==> src/rtl/and2_bist_ctrl.sv <==
// BIST sequencer for the and2 gate: sweeps {a,b} through 00..11 for PASSES
// passes, samples y/z after SETTLE extra cycles and reports pass/fail status.
module and2_bist_ctrl #(
   parameter int unsigned PASSES = 2,
   parameter int unsigned SETTLE = 1,
   parameter int unsigned ERR_W  = 8
) (
   input  logic             clk,
   input  logic             rst_n,
   input  logic             start,
   output logic             a,
   output logic             b,
   input  logic             y,
   input  logic             z,
   output logic             busy,
   output logic             done,
   output logic             pass,
   output logic [ERR_W-1:0] err_cnt,
   output logic             fail_valid,
   output logic [1:0]       fail_vec
);

   localparam int unsigned CNT_W  = (SETTLE > 0) ? $clog2(SETTLE + 1) : 1;
   localparam int unsigned PCNT_W = (PASSES > 1) ? $clog2(PASSES) : 1;
   localparam logic [ERR_W-1:0] ERR_MAX = {ERR_W{1'b1}};

   typedef enum logic [1:0] {S_IDLE, S_RUN, S_DONE} state_t;

   state_t              state_q, state_d;
   logic [1:0]          vec_q, vec_d;
   logic [CNT_W-1:0]    cnt_q, cnt_d;
   logic [PCNT_W-1:0]   pcnt_q, pcnt_d;
   logic                a_q, a_d, b_q, b_d;
   logic                busy_q, busy_d, done_q, done_d, pass_q, pass_d;
   logic [ERR_W-1:0]    err_cnt_q, err_cnt_d;
   logic                fail_valid_q, fail_valid_d;
   logic [1:0]          fail_vec_q, fail_vec_d;
   logic                mismatch;

   // Next-state, vector sequencing and result accumulation
   always_comb begin
      state_d      = state_q;
      vec_d        = vec_q;
      cnt_d        = cnt_q;
      pcnt_d       = pcnt_q;
      a_d          = 1'b0;
      b_d          = 1'b0;
      busy_d       = 1'b0;
      done_d       = 1'b0;
      pass_d       = pass_q;
      err_cnt_d    = err_cnt_q;
      fail_valid_d = fail_valid_q;
      fail_vec_d   = fail_vec_q;
      mismatch     = 1'b0;

      unique case (state_q)
         S_IDLE: begin
            if (start) begin
               state_d      = S_RUN;
               vec_d        = 2'd0;
               cnt_d        = '0;
               pcnt_d       = '0;
               busy_d       = 1'b1;
               pass_d       = 1'b0;
               err_cnt_d    = '0;
               fail_valid_d = 1'b0;
               fail_vec_d   = 2'd0;
            end
         end
         S_RUN: begin
            busy_d = 1'b1;
            if (cnt_q == CNT_W'(SETTLE)) begin
               // One mismatch per sample, even if both outputs are wrong
               mismatch = (y != (a_q & b_q)) || (z != (a_q | b_q));
               if (mismatch) begin
                  if (err_cnt_q != ERR_MAX) err_cnt_d = err_cnt_q + ERR_W'(1);
                  if (!fail_valid_q) begin
                     fail_valid_d = 1'b1;
                     fail_vec_d   = {a_q, b_q};
                  end
               end
               cnt_d = '0;
               vec_d = vec_q + 2'd1;
               if (vec_q == 2'd3) begin
                  pcnt_d = pcnt_q + PCNT_W'(1);
                  if (pcnt_q == PCNT_W'(PASSES - 1)) begin
                     state_d = S_DONE;
                     busy_d  = 1'b0;
                     done_d  = 1'b1;
                     pass_d  = (err_cnt_d == '0) && !fail_valid_d;
                  end
               end
            end else begin
               cnt_d = cnt_q + CNT_W'(1);
            end
         end
         S_DONE: begin
            state_d = S_IDLE;
         end
         default: begin
            state_d = S_IDLE;
         end
      endcase

      // Gate inputs follow the vector only while a test is running
      if (state_d == S_RUN) begin
         a_d = vec_d[1];
         b_d = vec_d[0];
      end
   end

   // State and output registers
   always_ff @(posedge clk or negedge rst_n) begin
      if (!rst_n) begin
         state_q      <= S_IDLE;
         vec_q        <= 2'd0;
         cnt_q        <= '0;
         pcnt_q       <= '0;
         a_q          <= 1'b0;
         b_q          <= 1'b0;
         busy_q       <= 1'b0;
         done_q       <= 1'b0;
         pass_q       <= 1'b0;
         err_cnt_q    <= '0;
         fail_valid_q <= 1'b0;
         fail_vec_q   <= 2'd0;
      end else begin
         state_q      <= state_d;
         vec_q        <= vec_d;
         cnt_q        <= cnt_d;
         pcnt_q       <= pcnt_d;
         a_q          <= a_d;
         b_q          <= b_d;
         busy_q       <= busy_d;
         done_q       <= done_d;
         pass_q       <= pass_d;
         err_cnt_q    <= err_cnt_d;
         fail_valid_q <= fail_valid_d;
         fail_vec_q   <= fail_vec_d;
      end
   end

   assign a          = a_q;
   assign b          = b_q;
   assign busy       = busy_q;
   assign done       = done_q;
   assign pass       = pass_q;
   assign err_cnt    = err_cnt_q;
   assign fail_valid = fail_valid_q;
   assign fail_vec   = fail_vec_q;

endmodule

==> config.mk <==
export PLATFORM = sky130hd
export DESIGN_NAME = and2_bist_ctrl
export DESIGN_NICKNAME = d
export VERILOG_FILES = /design/src/rtl/and2_bist_ctrl.sv
export SDC_FILE = /design/constraint.sdc
export NUM_CORES = 1
export LEC_CHECK = 0
export CORE_ASPECT_RATIO = 2
export CORE_MARGIN = 5
export CORE_UTILIZATION = 45
export CTS_BUF_LIST = sky130_fd_sc_hd__clkbuf_8
export DETAILED_ROUTE_END_ITERATION = 8
export GPL_ROUTABILITY_DRIVEN = 0
export PLACE_DENSITY_LB_ADDON = 0.1
export SLEW_MARGIN = 25
export SYNTH_ARGS = -nofsm -noshare
export SYNTH_HDL_FRONTEND = slang
export SYNTH_SLANG_ARGS = --single-unit
==> constraint.sdc <==
create_clock -name clk -period 1.5 [get_ports clk]
set_clock_uncertainty 0.05 [all_clocks]
set_input_delay 0.3 -clock clk [delete_from_list [all_inputs] [get_ports clk]]
set_output_delay 0.3 -clock clk [all_outputs]
set_load 0.005 [all_outputs]
==> results.tsv, run 1 <==
stage	metric	value	unit
drt	ant_nets	0	
drt	via_per_inst	6.04	
grt	grt_first_pass_wirelength	5930	µm
synth	postSynth.asyncResetShare	100	%
timing	finalWorstPathRequiredPeriod	1.70	ns
timing	fmax	589	MHz
timing	max_slew_margin	68.1	%
synth	synth_area	1180	µm²
grt	antenna_found_initial	0	
timing	setup_viol	14	
critical_path	worstSetupPathType	flop to flop	
synth	syn_nets	129	
worst_hold_path	hold_class	input port to async pin	
grt	grt_util_all_layers	21.4	%
grt	gr-total-overflow	0	
synth	synth_top_area_share	46.8	%
clock_tree	clock_latency	0.26	ns
clock_tree	hold_buffers	0	
floorplan	io_pins	21	
synth	yosysTopAreaCell	dfrtp_1	
synth	yosysUniqueCellTypes	43	
synth	synthCells	122	
critical_path	cp_data_arrival_time	1.78	ns
synth	synth.area.top_cells	dfrtp_1 47%, nand2_1 6.1%, a31oi_1 2.7%	
critical_path	crit_path_cell_trace	or4_4 -> o211a_4 -> a32oi_1 -> nand2_1	
placed_design	portBuffers	20	
floorplan	start_util	46.4	%
cells_and_area	diodes	0	
floorplan	rows	26	
timing	drv_slew	0	
cells_and_area	post_route_cells_drive_above_1_share	32.8	%
clock_tree	clk_pin_slew_worst_paths	0.08	ns
synth	syn_avg_cell_area	9.65	µm²
cells_and_area	fin_util	73.2	%
floorplan	die_h	82.3	µm
flow_run	maxCapViolations	0	
timing	period_share	113	%
timing	setup_tns	-2.11	ns
cells_and_area	syn_to_final_growth	57.7	%
cells_and_area	final_cell_area	1860	µm²
drt	wl	3710	µm
critical_path	r2r_start	a$_DFF_PN0_	
floorplan	die_area	3800	µm²
synth	yosys_most_used_dff	dfrtp_1	
critical_path	crit_slowest_cell	or4_4	
synth	ys_seq_area_share	46.8	%
timing	hold_viol	0	
placed_design	place_ws	-0.587	ns
critical_path	worstPathRequired	1.58	ns
critical_path	cp_max_fo	5	
clock_tree	cts_tree	done	
synth	yosys_register_bits	22	
timing	grt_setup_unrepaired	yes	
clock_tree	cts_buffer_depth	2	
grt	grt_max_degree	23	
critical_path	cp-end-kind	flop	
placed_design	dp_hpwl	2470	µm
synth	synth_edf_count	0	
timing	tightest_slew	0.477	ns
clock_tree	cts_made_buffers	3	
power_and_ir_drop	p_leak	0.933	nW
critical_path	startpoint	a$_DFF_PN0_	
drt	wl_per_cell	17.8	µm
clock_tree	clock_sinks	22	
timing	setup_ws	-0.197	ns
drt	drc	0	
critical_path	critPathMaxStageDelay	0.59	ns
clock_tree	cts_root_buf	clkbuf_8	
grt	grt_pass1_vias	1322	
run_status	violations	setup timing	
power_and_ir_drop	powerDensity	1950	nW/µm²
power_and_ir_drop	power.total	0.00361	W
drt	drtPass1Iterations	4	
synth	yosysWarnings	0	
clock_tree	h-tree-depth	1	
drt	detail_route.iter0.violations	52	
cells_and_area	final.fill_count	197	
power_and_ir_drop	ir_worst_vdd	0.00125	V
floorplan	core	2540	µm²
critical_path	crit_path_start_kind	flop	
run_status	status	finished with violations	
cells_and_area	final_nets	188	
placed_design	placed_cell_area	1590	µm²
drt	dr_total_vias	1257	
floorplan	die_w	46.2	µm
report_power, final:
group	switching [W]	internal, W	total (W)
clock	0.000195	0.000234	0.000429
sequential	0.000184	0.000809	0.000993
combinational	0.00103	0.00116	0.00219
total	0.00141	0.00221	0.00361
timing repair:
| item | in CTS | in global routing |
|---|---|---|
| pin swaps | 5 | 5 |
| endpoints found under the hold margin | 0 | 0 |
| cloned | 2 | 0 |
| resized for setup | 20 | 13 |
| buffers inserted | 10 | 3 |
| endpoints found under the setup margin | 23 | 19 |
layout by cell type, fill, tap and decap left out, drive strengths merged, types with 2 or more instances in the layout:
cell	n
a22o	2
nor2	7
or3	2
a31oi	5
nand4	4
clkbuf	4
dlymetal6s2s	6
nor3	6
nor2b	4
nand3	4
o211ai	4
nand2b	4
clkdlybuf4s50	5
nand2	19
buf	37
a41o	2
ha	2
a21oi	5
dfrtp	22
a32o	2
or4	2
dlygate4sd2	9
o21ai	3
o211a	2
worst paths after layout:
kind / to / slack (ns) / cells past startpoint
min in group clk: fail_valid$_DFFE_PN0P_ / 0.43 / 4
max reg2reg: err_cnt[3]$_DFFE_PN0P_ / -0.20 / 4
min reg2reg: vec_q[0]$_DFF_PN0_ / 0.47 / 2
min: err_cnt[0]$_DFFE_PN0P_ / 0.35 / 2
max: err_cnt[3]$_DFFE_PN0P_ / -0.20 / 4
max in group asynchronous: fail_valid$_DFFE_PN0P_ / 0.81 / 2
flip-flops by register name (all words and copies together) (netlist names):
name and cells:
fail_vec 2, vec_q 2, fail_valid 1, state_q 2, done 1, err_cnt 8, b 1, pcnt_q 1
cnt_q 1, busy 1, pass 1, a 1
cell families after synthesis:
kind of cell | count (synthesis) | share of synthesized area (%)
XOR/XNOR | 1 | 0.744
buffers and inverters | 6 | 3.29
AO/OA/AOI/OAI | 33 | 21.3
flip-flops | 22 | 46.8
AND/OR/NAND/NOR | 58 | 25.8
adder cells (fa/ha/maj) | 2 | 2.13
Yosys cell counts, drive strengths merged, types with 2 or more instances:
library cell   n
o211ai         3
or3            2
a32o           2
dfrtp         22
nand2b         4
nand2         19
nor2           7
a31oi          5
nand3          4
o21ai          3
nand4          4
nor2b          4
or4            2
a21oi          5
nor3           6
ha             2
a41o           2
a22o           2
buf            4
cell type report:
class	count	area, µm²	area share [%]
multi-input combinational	96	701	37.7
sequential	22	553	29.8
timing repair buffer	57	509	27.4
clock buffer	4	55.1	2.96
tap	28	35.0	1.89
inverter	1	3.75	0.202
per-stage QoR:
stage / hold slack, ns / cells
final: 0.347 / 208
after global placement: 0.447 / 189
after detailed placement: 0.458 / 189
after CTS: 0.354 / 205
after floorplan: -0.0456 / 122
after global routing: 0.356 / 208
worst max-delay path, delay by kind of cell, from the launching register on:
family           cells  cell delay [ns]
AO/OA/AOI/OAI        2             0.39
flip-flops           1             0.47
AND/OR/NAND/NOR      2             0.66
layer usage:
layer	part of all wire (%)	vias to the layer above	global-route usage, %
met4	2.5	0	9.69
met1	34	627	20.2
met5	0	-	0
li1	-	587	-
met3	2.8	9	2.39
met2	61	34	42.3
No activity file was read; power rests on OpenSTA's default activity.
==> inputs of run 2 (changes only) <==
Settings changed: CORE_ASPECT_RATIO 2 to 0.7.
==> results.tsv, run 2 (synthesized netlist as in run 1, its figures left out) <==
stage	metric	value	unit	change
floorplan	start_util	47.5	%	+1.1 points
critical_path	cpLargestDelayFamily	simple AND/OR/NAND/NOR gates		
worst_hold_path	hold_class	input port to async pin		
placed_design	dp_cells	197		+4.2%
grt	grt.met3_usage	6.90	%	+4.5 points
drt	dr_total_vias	1249		-0.64%
grt	grt_max_degree	14		-39%
clock_tree	h-tree-depth	1		unchanged
critical_path	critPathMaxStageDelay	0.61	ns	+0.02 ns
cells_and_area	syn_to_final_growth	59.0	%	
floorplan	die_w	71.1	µm	+54%
clock_tree	clk_pin_slew_worst_paths	0.08	ns	about the same
timing	tightest_slew	0.392	ns	-0.0845 ns
critical_path	cp-end-kind	flop		
drt	drtPass1Iterations	4		unchanged
grt	antenna_found_initial	0		unchanged
cells_and_area	final_cells	214		+2.9%
power_and_ir_drop	ir_worst_vdd	0.00112	V	-10%
run_status	violations	setup timing		
clock_tree	cts_root_buf	clkbuf_8		
floorplan	rows	15		-42%
clock_tree	cts_tree	done		
grt	grt_first_pass_wirelength	5910	µm	-0.47%
clock_tree	cts_made_buffers	3		unchanged
clock_tree	clock_latency	0.27	ns	about the same
critical_path	worstSetupPathType	flop to flop		
cells_and_area	final_common_cell	buf_4		
drt	ant_nets	0		unchanged
timing	setup_ws	-0.183	ns	+0.0141 ns
cells_and_area	largest_reg_flops	8		unchanged
clock_tree	hold_buffers	0		unchanged
drt	detail_route.iter0.violations	91		+75%
critical_path	crit_path_start_kind	flop		
critical_path	crit_path_cell_trace	or4_4 -> o211a_2 -> a31oi_1 -> a31oi_1		
timing	setup_viol	12		-2
critical_path	worstPathRequired	1.58	ns	about the same
clock_tree	clock_sinks	22		unchanged
timing	max_slew_margin	73.8	%	+5.7 points
critical_path	crit_top_cell	a31oi_1		
flow_run	maxCapViolations	0		unchanged
critical_path	crit_slowest_cell	or4_4		
grt	gr-usage-met2	33.8	%	-8.4 points
drt	via_per_inst	5.84		-3.4%
timing	grt_setup_unrepaired	yes		
timing	period_share	112	%	-0.94 points
run_status	status	finished with violations		
timing	drv_slew	0		unchanged
cells_and_area	layout_common_cells	35 x buf_4, 20 x dfrtp_1, 18 x nand2_1		
grt	gr-total-overflow	0		unchanged
placed_design	dp_hpwl	2280	µm	-7.4%
placed_design	portBuffers	20		unchanged
floorplan	die_h	52.8	µm	-36%
grt	busiest_layer	met2		
floorplan	die_area	3760	µm²	-1.2%
timing	finalWorstPathRequiredPeriod	1.68	ns	-0.0141 ns
power_and_ir_drop	powerDensity	1910	nW/µm²	-1.9%
floorplan	core	2480	µm²	-2.4%
cells_and_area	diodes	0		unchanged
floorplan	io_pins	21		unchanged
critical_path	cp_max_fo	5		unchanged
power_and_ir_drop	power.total	0.00357	W	-1.1%
power_and_ir_drop	p_leak	0.952	nW	+2.0%
critical_path	path_buf_inv	0		unchanged
grt	grt_util_all_layers	20.6	%	-0.82 points
drt	wl_per_cell	16.9	µm	-5.4%
grt	grt_pass1_vias	1220		-7.7%
timing	fmax	594	MHz	+0.84%
cells_and_area	final_nets	189		+0.53%
clock_tree	cts_buffer_depth	2		unchanged
drt	drc	0		unchanged
critical_path	cp_data_arrival_time	1.77	ns	about the same
drt	wl	3610	µm	-2.7%
grt	use_met1	26.8	%	+6.6 points
timing	hold_viol	0		unchanged
cells_and_area	post_route_cells_drive_above_1_share	33.9	%	+1.1 points
==> run 2: cell count changes in the layout (fill, tap and decap cells not counted), sizes merged <==
cell,previous run,this run
clkbuf,4,3
clkdlybuf4s50,5,3
clkdlybuf4s15,0,1
dlymetal6s2s,6,8
buf,37,38
dlygate4sd2,9,8
==> run 2: final timing paths <==
kind | startpoint | cells after the start | to | slack, ns
min | rst_n | 2 | err_cnt[1]$_DFFE_PN0P_ | 0.29
max in group asynchronous | rst_n | 2 | a$_DFF_PN0_ | 0.93
max reg2reg | b$_DFF_PN0_ | 4 | err_cnt[0]$_DFFE_PN0P_ | -0.18
max | b$_DFF_PN0_ | 4 | err_cnt[0]$_DFFE_PN0P_ | -0.18
min in group clk | err_cnt[5]$_DFFE_PN0P_ | 1 | err_cnt[5]$_DFFE_PN0P_ | 0.46
min reg2reg | err_cnt[5]$_DFFE_PN0P_ | 1 | err_cnt[5]$_DFFE_PN0P_ | 0.46
==> run 2: report_power, final <==
part / switching (W) / internal [W] / total, W
Clock: 0.000188 / 0.000180 / 0.000368
Combinational: 0.00107 / 0.00115 / 0.00222
Sequential: 0.000175 / 0.000807 / 0.000983
==> run 2: cell type report <==
| class | count | area [µm²] |
|---|---|---|
| Clock buffer | 3 | 41.3 |
| Inverter | 1 | 3.75 |
| Fill cell | 174 | 606 |
| Timing Repair Buffer | 58 | 515 |
| Multi-Input combinational cell | 96 | 716 |
| Sequential cell | 22 | 553 |
| Tap cell | 34 | 42.5 |
==> run 2: timing repair <==
item / 4_1_cts / 5_1_grt
gates cloned: 2 / 0
gates resized for setup: 23 / 14
pin swaps: 4 / 7
endpoints found under the setup margin: 23 / 20
setup buffers: 7 / 5
==> run 2: routing by layer <==
layer  routed length [µm]  vias to the layer above
met5                    0                        -
met4                   20                        0
met3                  331                        4
met2                 1720                       67
met1                 1540                      595
li1                     -                      583
==> run 2: metrics by stage <==
stage	util, %	worst slack (ns)	instance area [µm²]	setup TNS (ns)	hold WS [ns]
floorplan	-	-0.110	1200	-0.753	-0.0456
finish	75.6	-0.183	1870	-1.76	0.293
CTS	72.3	-0.206	1790	-2.06	0.302
detailed placement	65.0	-0.622	1610	-6.77	0.462
global placement	65.0	-0.553	1610	-6.31	0.442
global route	75.6	-0.226	1870	-2.22	0.332
==> inputs of run 3 (changes only) <==
Settings changed: CTS_CLUSTER_DIAMETER set to 30, REMOVE_ABC_BUFFERS set to 1.
==> results.tsv, run 3 (synthesized netlist as in run 1, its figures left out) <==
stage	metric	value	unit	change
run_status	status	finished with violations		
run_status	violations	setup timing		
timing	hold_viol	0		unchanged
cells_and_area	multi_input_area	694	µm²	-3.0%
timing	whs	0.338	ns	+0.0448 ns
critical_path	critPathMaxStageDelay	0.39	ns	-0.22 ns
cells_and_area	final.fill_count	191		+9.8%
placed_design	place_ws	-0.625	ns	-0.00299 ns
critical_path	cp-end-kind	flop		
timing	grt_setup_unrepaired	yes		
clock_tree	cts_made_buffers	3		unchanged
floorplan	die_area	3760	µm²	unchanged
drt	wl_per_cell	17.0	µm	+0.94%
grt	grt_util_all_layers	20.3	%	-0.27 points
critical_path	worstPathRequired	1.63	ns	+0.05 ns
grt	gr-total-overflow	0		unchanged
power_and_ir_drop	pwr-share-clk	10.3	%	about the same
power_and_ir_drop	ir_worst_vdd	0.00113	V	+0.55%
critical_path	crit_path_cell_trace	ha_2 -> nand4_1 -> or2_2 -> a31o_1 -> a31oi_1		
critical_path	cpLargestDelayFamily	simple AND/OR/NAND/NOR gates		
critical_path	crit_path_start_kind	flop		
cells_and_area	final_common_cell	buf_4		
clock_tree	clk_pin_slew_worst_paths	0.08	ns	about the same
timing	drv_slew	0		unchanged
critical_path	cp_max_fo	6		+1
critical_path	crit_slowest_cell	dfrtp_1		
power_and_ir_drop	p_leak	0.908	nW	-4.6%
worst_hold_path	hold_class	input port to async pin		
floorplan	rows	15		unchanged
timing	setup_viol	13		+1
drt	detail_route.iter0.violations	114		+25%
floorplan	core	2480	µm²	unchanged
floorplan	die_w	71.1	µm	unchanged
power_and_ir_drop	p_int	0.00220	W	+2.7%
cells_and_area	post_route_cells_drive_above_1_share	34.1	%	+0.19 points
timing	setup_ws	-0.198	ns	-0.0153 ns
floorplan	start_util	47.5	%	unchanged
drt	dr_total_vias	1248		-0.080%
power_and_ir_drop	pwr-share-seq	26.9	%	-0.6 points
drt	drtPass1Iterations	4		unchanged
clock_tree	clock_latency	0.26	ns	about the same
floorplan	io_pins	21		unchanged
grt	grt_first_pass_wirelength	5820	µm	-1.4%
grt	antenna_found_initial	0		unchanged
critical_path	worstSetupPathType	flop to flop		
power_and_ir_drop	comb_power_share	62.7	%	+0.5 points
critical_path	cp_data_arrival_time	1.83	ns	+0.06 ns
clock_tree	h-tree-depth	1		unchanged
timing	tightest_slew	0.303	ns	-0.0897 ns
cells_and_area	layout_common_cells	33 x buf_4, 20 x dfrtp_1, 18 x nand2_1		
floorplan	die_h	52.8	µm	unchanged
critical_path	path_buf_inv	0		unchanged
timing	fmax	589	MHz	-0.90%
flow_run	maxCapViolations	0		unchanged
timing	period_share	113	%	+1.0 points
placed_design	placed_cell_area	1580	µm²	-2.0%
cells_and_area	final_cell_area	1840	µm²	-1.7%
placed_design	dp_hpwl	2290	µm	+0.24%
timing	finalWorstPathRequiredPeriod	1.70	ns	+0.0153 ns
cells_and_area	diodes	0		unchanged
drt	via_per_inst	5.86		+0.39%
drt	ant_nets	0		unchanged
clock_tree	cts_buffer_depth	2		unchanged
power_and_ir_drop	power.total	0.00361	W	+1.0%
power_and_ir_drop	switching_share	39.1	%	-0.97 points
clock_tree	cts_tree	done		
power_and_ir_drop	powerDensity	1960	nW/µm²	+2.8%
cells_and_area	largest_reg_flops	8		unchanged
grt	grt_max_degree	23		+9
timing	max_slew_margin	79.6	%	+5.8 points
clock_tree	cts_root_buf	clkbuf_8		
cells_and_area	final_nets	188		-0.53%
clock_tree	clock_sinks	22		unchanged
drt	wl	3630	µm	+0.47%
placed_design	portBuffers	20		unchanged
drt	drc	0		unchanged
cells_and_area	ff_latch_area	553	µm²	unchanged
grt	grt_pass1_vias	1187		-2.7%
cells_and_area	syn_to_final_growth	56.3	%	
power_and_ir_drop	switchingPower	0.00141	W	-1.4%
cells_and_area	fin_util	74.3	%	-1.3 points
## run 3: worst paths after layout
kind / startpoint / end / slack, ns / cells past startpoint
max: err_cnt[0]$_DFFE_PN0P_ / err_cnt[5]$_DFFE_PN0P_ / -0.20 / 5
min: rst_n / pcnt_q$_DFFE_PN0P_ / 0.34 / 2
max reg2reg: err_cnt[0]$_DFFE_PN0P_ / err_cnt[5]$_DFFE_PN0P_ / -0.20 / 5
min reg2reg: vec_q[0]$_DFF_PN0_ / vec_q[0]$_DFF_PN0_ / 0.48 / 2
max in group asynchronous: rst_n / a$_DFF_PN0_ / 0.81 / 2
min in group clk: vec_q[0]$_DFF_PN0_ / vec_q[0]$_DFF_PN0_ / 0.48 / 2
## run 3: power by group through the flow
| stage | clock network, W | logic [W] | registers [W] |
|---|---|---|---|
| 6_report | 0.000373 | 0.00227 | 0.000972 |
| 5_1_grt | 0.000407 | 0.00246 | 0.000994 |
| 4_1_cts | 0.000380 | 0.00209 | 0.000967 |
| 3_5_place_dp | 0 | 0.00187 | 0.000975 |
| 3_3_place_gp | 0 | 0.00182 | 0.000965 |
| 2_1_floorplan | 0 | 0.000781 | 0.00103 |
## run 3: repair_timing
item                                    CTS  global route
gates cloned                              1             0
setup buffers                             8             6
endpoints found under the hold margin     0             0
pin swaps                                12             7
hold buffers                              0             0
resized for setup                        27            13
endpoints found under the setup margin   23            18
## run 3: final cells by class
cell class              instances  area share, %
clock buffers                   3           2.24
repair buffers                 58           27.5
well taps                      34           2.31
flip-flops and latches         22           30.0
multi-input cells              95           37.7
inverters                       1          0.204
## run 3: metal layers
layer	track usage [%]	vias to the layer above	part of all wire, %
met1	27.0	604	46
met4	5.31	0	0.94
met2	32.5	58	45
li1	-	580	-
met3	6.13	6	7.5
met5	0	-	0
## run 3: through the flow
| step | instances | setup TNS (ns) |
|---|---|---|
| floorplan | 117 | -0.762 |
| global placement | 195 | -5.86 |
| detailed placement | 195 | -6.46 |
| CTS | 207 | -2.13 |
| global route | 213 | -2.75 |
| finish | 213 | -2.08 |
